### src/rtl/timer_alarm_pkg.sv
// Shared definitions for the millisecond countdown alarm: register map,
// CTRL bit positions and controller state encoding.
package timer_alarm_pkg;

    localparam logic [1:0] ADDR_CTRL   = 2'd0;
    localparam logic [1:0] ADDR_RELOAD = 2'd1;
    localparam logic [1:0] ADDR_COUNT  = 2'd2;
    localparam logic [1:0] ADDR_STATUS = 2'd3;

    localparam int CTRL_EN_BIT     = 0;
    localparam int CTRL_PERIOD_BIT = 1;
    localparam int CTRL_IRQEN_BIT  = 2;

    localparam int STATUS_PEND_BIT = 0;

    typedef enum logic [1:0] {
        ST_IDLE = 2'd0,
        ST_RUN  = 2'd1,
        ST_DONE = 2'd2
    } state_e;

endpackage

### src/rtl/timer_alarm_tick_detect.sv
// Turns any change of the free-running millisecond count into a one-cycle tick.
// Jumps of several counts and the FFFF->0000 wrap each give exactly one tick.
module timer_alarm_tick_detect #(
    parameter int WIDTH = 16
) (
    input  logic             clk_i,
    input  logic             rst_i,
    input  logic [WIDTH-1:0] cnt_i,
    output logic             tick_o
);

    logic [WIDTH-1:0] cnt_prev_q;

    // Resetting to 0 means a count sitting at 0 after reset release gives no tick.
    always_ff @(posedge clk_i or posedge rst_i) begin
        if (rst_i) begin
            cnt_prev_q <= '0;
        end else begin
            cnt_prev_q <= cnt_i;
        end
    end

    assign tick_o = (cnt_i != cnt_prev_q);

endmodule

### src/rtl/timer_alarm.sv
// CPU-programmable countdown alarm clocked by millisecond count advances,
// with one-shot/periodic modes, a pending flag and a registered level IRQ.
module timer_alarm
    import timer_alarm_pkg::*;
#(
    parameter int WIDTH = 16
) (
    input  logic             clk,
    input  logic             rst,
    input  logic [WIDTH-1:0] cnt_in,
    input  logic             wr_en,
    input  logic [1:0]       wr_addr,
    input  logic [WIDTH-1:0] wr_data,
    input  logic [1:0]       rd_addr,
    output logic [WIDTH-1:0] rd_data,
    input  logic             irq_ack,
    output logic             irq,
    output logic [1:0]       dbg_state_o
);

    state_e           state_q, state_d;
    logic             enable_q, enable_d;
    logic             periodic_q, periodic_d;
    logic             irq_en_q, irq_en_d;
    logic [WIDTH-1:0] reload_q, reload_d;
    logic [WIDTH-1:0] count_q, count_d;
    logic             pending_q, pending_d;
    logic [WIDTH-1:0] rd_data_q, rd_data_d;
    logic             irq_q, irq_d;

    logic             tick;
    logic             ctrl_wr;
    logic             reload_wr;
    logic             status_clr;
    logic             expire;
    logic [WIDTH-1:0] ctrl_view;
    logic [WIDTH-1:0] status_view;

    timer_alarm_tick_detect #(
        .WIDTH(WIDTH)
    ) u_tick (
        .clk_i (clk),
        .rst_i (rst),
        .cnt_i (cnt_in),
        .tick_o(tick)
    );

    assign ctrl_wr    = wr_en && (wr_addr == ADDR_CTRL);
    assign reload_wr  = wr_en && (wr_addr == ADDR_RELOAD);
    assign status_clr = wr_en && (wr_addr == ADDR_STATUS) && wr_data[STATUS_PEND_BIT];

    always_ff @(posedge clk or posedge rst) begin
        if (rst) begin
            state_q    <= ST_IDLE;
            enable_q   <= 1'b0;
            periodic_q <= 1'b0;
            irq_en_q   <= 1'b0;
            reload_q   <= '0;
            count_q    <= '0;
            pending_q  <= 1'b0;
            rd_data_q  <= '0;
            irq_q      <= 1'b0;
        end else begin
            state_q    <= state_d;
            enable_q   <= enable_d;
            periodic_q <= periodic_d;
            irq_en_q   <= irq_en_d;
            reload_q   <= reload_d;
            count_q    <= count_d;
            pending_q  <= pending_d;
            rd_data_q  <= rd_data_d;
            irq_q      <= irq_d;
        end
    end

    // A CTRL write takes priority over a same-cycle tick, which is dropped.
    always_comb begin
        state_d    = state_q;
        enable_d   = enable_q;
        periodic_d = periodic_q;
        irq_en_d   = irq_en_q;
        count_d    = count_q;
        expire     = 1'b0;

        if (ctrl_wr) begin
            periodic_d = wr_data[CTRL_PERIOD_BIT];
            irq_en_d   = wr_data[CTRL_IRQEN_BIT];
            if (wr_data[CTRL_EN_BIT]) begin
                if (reload_q != '0) begin
                    enable_d = 1'b1;
                    count_d  = reload_q;
                    state_d  = ST_RUN;
                end
            end else begin
                enable_d = 1'b0;
                state_d  = ST_IDLE;
            end
        end else if ((state_q == ST_RUN) && tick) begin
            if (count_q > WIDTH'(1)) begin
                count_d = count_q - WIDTH'(1);
            end else begin
                expire = 1'b1;
                // A periodic timer whose RELOAD was zeroed mid-run stops like a one-shot.
                if (periodic_q && (reload_q != '0)) begin
                    count_d = reload_q;
                end else begin
                    count_d  = '0;
                    enable_d = 1'b0;
                    state_d  = ST_DONE;
                end
            end
        end
    end

    always_comb begin
        reload_d = reload_q;
        if (reload_wr) begin
            reload_d = wr_data;
        end
    end

    // Expiry beats a clear arriving in the same cycle.
    always_comb begin
        pending_d = pending_q;
        if (expire) begin
            pending_d = 1'b1;
        end else if (irq_ack || status_clr) begin
            pending_d = 1'b0;
        end
    end

    assign irq_d = pending_q & irq_en_q;

    always_comb begin
        ctrl_view                  = '0;
        ctrl_view[CTRL_EN_BIT]     = enable_q;
        ctrl_view[CTRL_PERIOD_BIT] = periodic_q;
        ctrl_view[CTRL_IRQEN_BIT]  = irq_en_q;
        status_view                  = '0;
        status_view[STATUS_PEND_BIT] = pending_q;
    end

    // Reads sample the current registers, so a same-cycle write is not yet visible.
    always_comb begin
        rd_data_d = '0;
        case (rd_addr)
            ADDR_CTRL:   rd_data_d = ctrl_view;
            ADDR_RELOAD: rd_data_d = reload_q;
            ADDR_COUNT:  rd_data_d = count_q;
            ADDR_STATUS: rd_data_d = status_view;
            default:     rd_data_d = '0;
        endcase
    end

    assign rd_data     = rd_data_q;
    assign irq         = irq_q;
    assign dbg_state_o = state_q;

endmodule

### config.mk
export PLATFORM = sky130hd
export DESIGN_NAME = timer_alarm
export DESIGN_NICKNAME = d
export VERILOG_FILES = /design/src/rtl/timer_alarm_pkg.sv /design/src/rtl/timer_alarm_tick_detect.sv /design/src/rtl/timer_alarm.sv
export SDC_FILE = /design/constraint.sdc
export NUM_CORES = 1
export LEC_CHECK = 0
export CORE_MARGIN = 2
export CORE_UTILIZATION = 56
export DETAILED_ROUTE_END_ITERATION = 8
export PLACE_DENSITY = 0.84
export SLEW_MARGIN = 0
export SYNTH_ARGS = -nofsm -noshare
export SYNTH_HDL_FRONTEND = slang
export SYNTH_SLANG_ARGS = --single-unit
### constraint.sdc
create_clock -name clk -period 3.3 [get_ports clk]
set_clock_uncertainty 0.2 [all_clocks]
set_input_delay 0.33 -clock clk [delete_from_list [all_inputs] [get_ports clk]]
set_output_delay 0.33 -clock clk [all_outputs]
set_load 0.01 [all_outputs]
* Word-level counts from Yosys, hierarchy flattened
Cells that the tools add are included.
** Word-level totals
- Register bits after elaboration :: 71
- Input port bits :: 40
- Output and inout port bits :: 19
- Logic and storage cells :: 63
** Operators by class
- $add $sub $neg :: 1
- Magnitude comparators :: 1
- Eq/ne operators :: 12
- Mux-type cells :: 24
- Bitwise logic cells :: 1
- Reductions and logical operators :: 14
** Operators with widths (number)
- $mux W16 :: 6
- $pmux W16 S4 :: 1
- $gt A16 B1 Y1 const B :: 1
- $ne A16 B16 Y1 :: 1
- $reduce_bool A16 Y1 :: 1
- $sub A16 B1 Y16 const B :: 1
- $mux W2 :: 6
- $mux W1 :: 11
- $eq A2 B1 Y1 const B :: 3
- $eq A2 B2 Y1 const B :: 3
- $logic_and A1 B1 Y1 :: 6
- $ne A2 B2 Y1 const B :: 3
- $logic_not A2 Y1 :: 2
- $reduce_and A4 Y1 :: 1
- $reduce_bool A2 Y1 :: 2
- $ne A3 B2 Y1 const B :: 1
- $reduce_and A3 Y1 :: 1
- $ne A2 B1 Y1 const B :: 1
- $and A1 B1 Y1 :: 1
- $logic_or A1 B1 Y1 :: 1

* Depth between registers and ports, before layout
- Depth in word-level cells :: 6
- Depth in mapped cells :: 10

* By module
A second synthesis with hierarchy kept.
** Unflattened totals
- Cells, all modules :: 277
- Area total of the unflattened synthesis :: 3246.9 um^2
** Modules (own cells, without submodules)
- timer_alarm :: instances 1, cells each 239, area an instance 2671.3 um^2
- timer_alarm_tick_detect :: instances 1, cells each 38, area an instance 575.6 um^2

* Worst setup path before layout
Ideal clock, no wire load.
- Kind :: register -> register
- Start :: reg count_q[0]
- End :: reg count_q[1]
- Data arrival time :: 1.877 ns
- Setup slack :: 1.090 ns
- Stages on the path, launching flop included :: 11
- Period minus slack after synthesis :: 2.210 ns
- Path through :: dfrtp_1 inv_1 ha_1 clkbuf_1 o21ba_2 nand3_1 o21ai_2 buf_6 nor2_1 a211oi_1 a21oi_1
** Between the ends
- Longest elaborated chain between the ends :: 4
** Ends and longest elaborated chain
- start, declared :: RTL line timer_alarm.sv:26 : logic [WIDTH-1:0] count_q, count_d;
- start signal, assigned :: RTL line timer_alarm.sv:69 : count_q <= count_d;
- $sub A16 B1 Y16 or $gt A16 B1 Y1 (tied branches) :: RTL line timer_alarm.sv:100, timer_alarm.sv:99
- $mux W16 * :: RTL line timer_alarm.sv:99 : if (count_q > WIDTH'(1)) begin
- $mux W16 * :: RTL line timer_alarm.sv:98 : end else if ((state_q == ST_RUN) && tick) begin
- $mux W16 * :: RTL line timer_alarm.sv:85 : if (ctrl_wr) begin
Mark *: on every way between the ends. The rest lies on a longest branch, timed or not. The select of a mux whose other input is x is not followed.
A chain may end at the register's enable or synchronous reset.

* Worst setup path in the final report
- Start :: reg count_q[0]
- End :: reg count_q[0]
The elaborated chain is that of the path after synthesis.

==> run metrics <==
run status=complete, no violations; Inst Count DP=423; Inserted Diodes=0; core area=0.00554 mm2; Tmin final=roughly 2.6 ns; DR DRC count=0; CTS buffer count=9; cell count of the worst reg-to-reg path=8; CTS Buffer Depth=2; largest cells by area after synthesis=dfrtp_1, mux2_2, xnor2_1; first-pass GRT wire length=13.0 mm; largest net degree at the start of global routing=40; Crit path arrival time=2.64 ns; Finished Layout Cells=439; YS warnings=0; Worst R2R Start=count_q[0]; clk sinks=70; power consumption=2.64 mW; critical path class=register to register; die area=0.00642 mm2; worst hold path type=input port to asynchronous set/reset pin; startpoint types=register; Worst EP required=around 3.3 ns; capturing element type of the critical path=register; post-synth top area share=54.0%; Slew HR=46.6%; TritonRoute pass-1 iters=5; clock-pin transition on the worst setup and hold timing paths=0.07 ns; Placer Congestion=slightly below 1; post-CTS sizing=0; vias per cell=6.08; Rows=27; f_max=~380 MHz; NumNets Final=404; final setup fails=0; count leader, synth=dfrtp_1; Post-synth top flop=dfrtp_1; RSZ-0062 raised after global routing=no; number of synthesized register bits=70; Worst-Margin Slew=approximately 0.8 ns; Die W=80.1 um; Distinct cells, synth=48; final WL=7.80 mm; Final Max Tran Viols=0; VDD IR max=407 uV; total gr overflow=0; Synth Area per Inst=roughly 11 um2; IO Pins=59; Detailed Place HPWL=5.66 mm; sequential area share after synthesis=~54%; routed vias=2671; initial antenna violation count=0; clock root buffer=clkbuf_8; vias in the first global route=between 2k and 3k; synth cell count leaders=dfrtp_1, nor2_1, nand2_1, o21ai_0, a21oi_1; ANT nets after route=0; initial core utilization=58.6%; Post-synth EDFFs=0; Synth Net Count=340; CTS tree=built; PortBufs=58; max cap viols=0; Skew-Pair Late Insertion Delay=about 0.35 ns; area grow syn2layout=26.5%; Mapped Cells=298; setup_tns=0 ns; # Post-CTS Setup Buffers=0; ys async rst share=between 90% and 100%; hold_buf cts=0; Synth area leader=dfrtp_1; Worst R2R End=count_q[0]; initial DRC count=309; Overall Global Routing Usage=27.3%; register-to-register setup slack=0.69 ns; P_leak=1.67 nW; crit share post-route=79.2%; Power Density=~640 mW/mm2; H-tree levels=3; routed len/inst=about 18 um; share of cells above drive strength 1=13.9%; CP max FO=15; Netlist Area Pre-Place=~0.0032 mm2; Final Hold Fails=0; Die Height=80.1 um
layout make-up:
| type | count | area (um2) |
|---|---|---|
| timing repair buffer | 64 | 638 |
| sequential | 70 | 1750 |
| inverter | 7 | 26.3 |
| tap | 72 | 90.1 |
| multi-input combinational | 210 | 1400 |
| clock buffer | 12 | 155 |
| fill | 411 | 1440 |
| clock inverter | 4 | 45.0 |
report_power, final:
| part | switching (mW) | internal (mW) |
|---|---|---|
| Sequential | 0.220 | 1.03 |
| Clock | 0.310 | 0.387 |
| Combinational | 0.342 | 0.346 |
state kept, by name, indices dropped and copies added (netlist names), 2 cells and up:
| register | cells |
|---|---|
| count_q | 16 |
| rd_data | 16 |
| reload_q | 16 |
| u_tick.cnt_prev_q | 16 |
| dbg_state_o | 2 |
critical path: stages (launching register included):
cell and delay (ns):
dfrtp_1 0.44, inv_1 0.10, ha_1 0.32, o21ba_2 0.21
nand3_1 0.19, o21ai_2 0.61, a21oi_1 0.17, a21oi_1 0.15
o22ai_1 0.09
worst max-delay path by stage:
| stage | startpoint | to | slack (ns) | depth (start not counted) |
|---|---|---|---|---|
| 5_1_grt | count_q[0] | count_q[1] | 0.46 | 8 |
| 6_report | count_q[0] | count_q[0] | 0.69 | 8 |
| 4_1_cts | count_q[0] | count_q[0] | 0.76 | 8 |
| 3_3_place_gp | count_q[10] | count_q[1] | 0.73 | 6 |
| 2_1_floorplan | rst | count_q[0] | 1.00 | 1 |
| 3_5_place_dp | wr_addr[1] | count_q[13] | 0.70 | 8 |
stage by stage:
stage / hold WS, ns / area (um2) / utilization, % / worst slack (ns)
floorplan: 0.161 / 3250 / - / 1.00
global placement: 0.311 / 3910 / 70.5 / 0.731
detailed placement: 0.326 / 3910 / 70.5 / 0.704
CTS: 0.223 / 4110 / 74.1 / 0.760
global route: 0.274 / 4110 / 74.1 / 0.461
finish: 0.196 / 4110 / 74.1 / 0.686
per-layer routing:
layer | GRT usage [%] | vias to the layer above | share of wire (%)
li1 | - | 1217 | -
met1 | 35.9 | 1295 | 42
met2 | 44.3 | 135 | 49
met3 | 4.72 | 24 | 6.8
met4 | 12.5 | 0 | 2.5
met5 | 0 | - | 0
cells by family after synthesis:
logic type      count (synthesis)  synth area share [%]
mux                            18                  6.51
flops                          70                  54.0
buf+inv                        18                  2.93
compound gates                 82                  16.6
fa+ha+maj                       2                 0.771
simple gates                   92                  14.9
xor+xnor                       16                  4.32
placed cells by master, fill, tap and decap left out, drive strengths merged, types with 6 or more instances in the layout:
cell type / instances
dfrtp: 70
nor3: 8
buf: 6
a21oi: 21
clkbuf: 12
nand2: 21
nor4: 7
inv: 7
nand4: 6
xnor2: 16
nand3: 10
clkdlybuf4s50: 58
mux2: 15
o21ai: 29
nor2: 25
a22o: 13
Power figures use the tool's default switching activity.
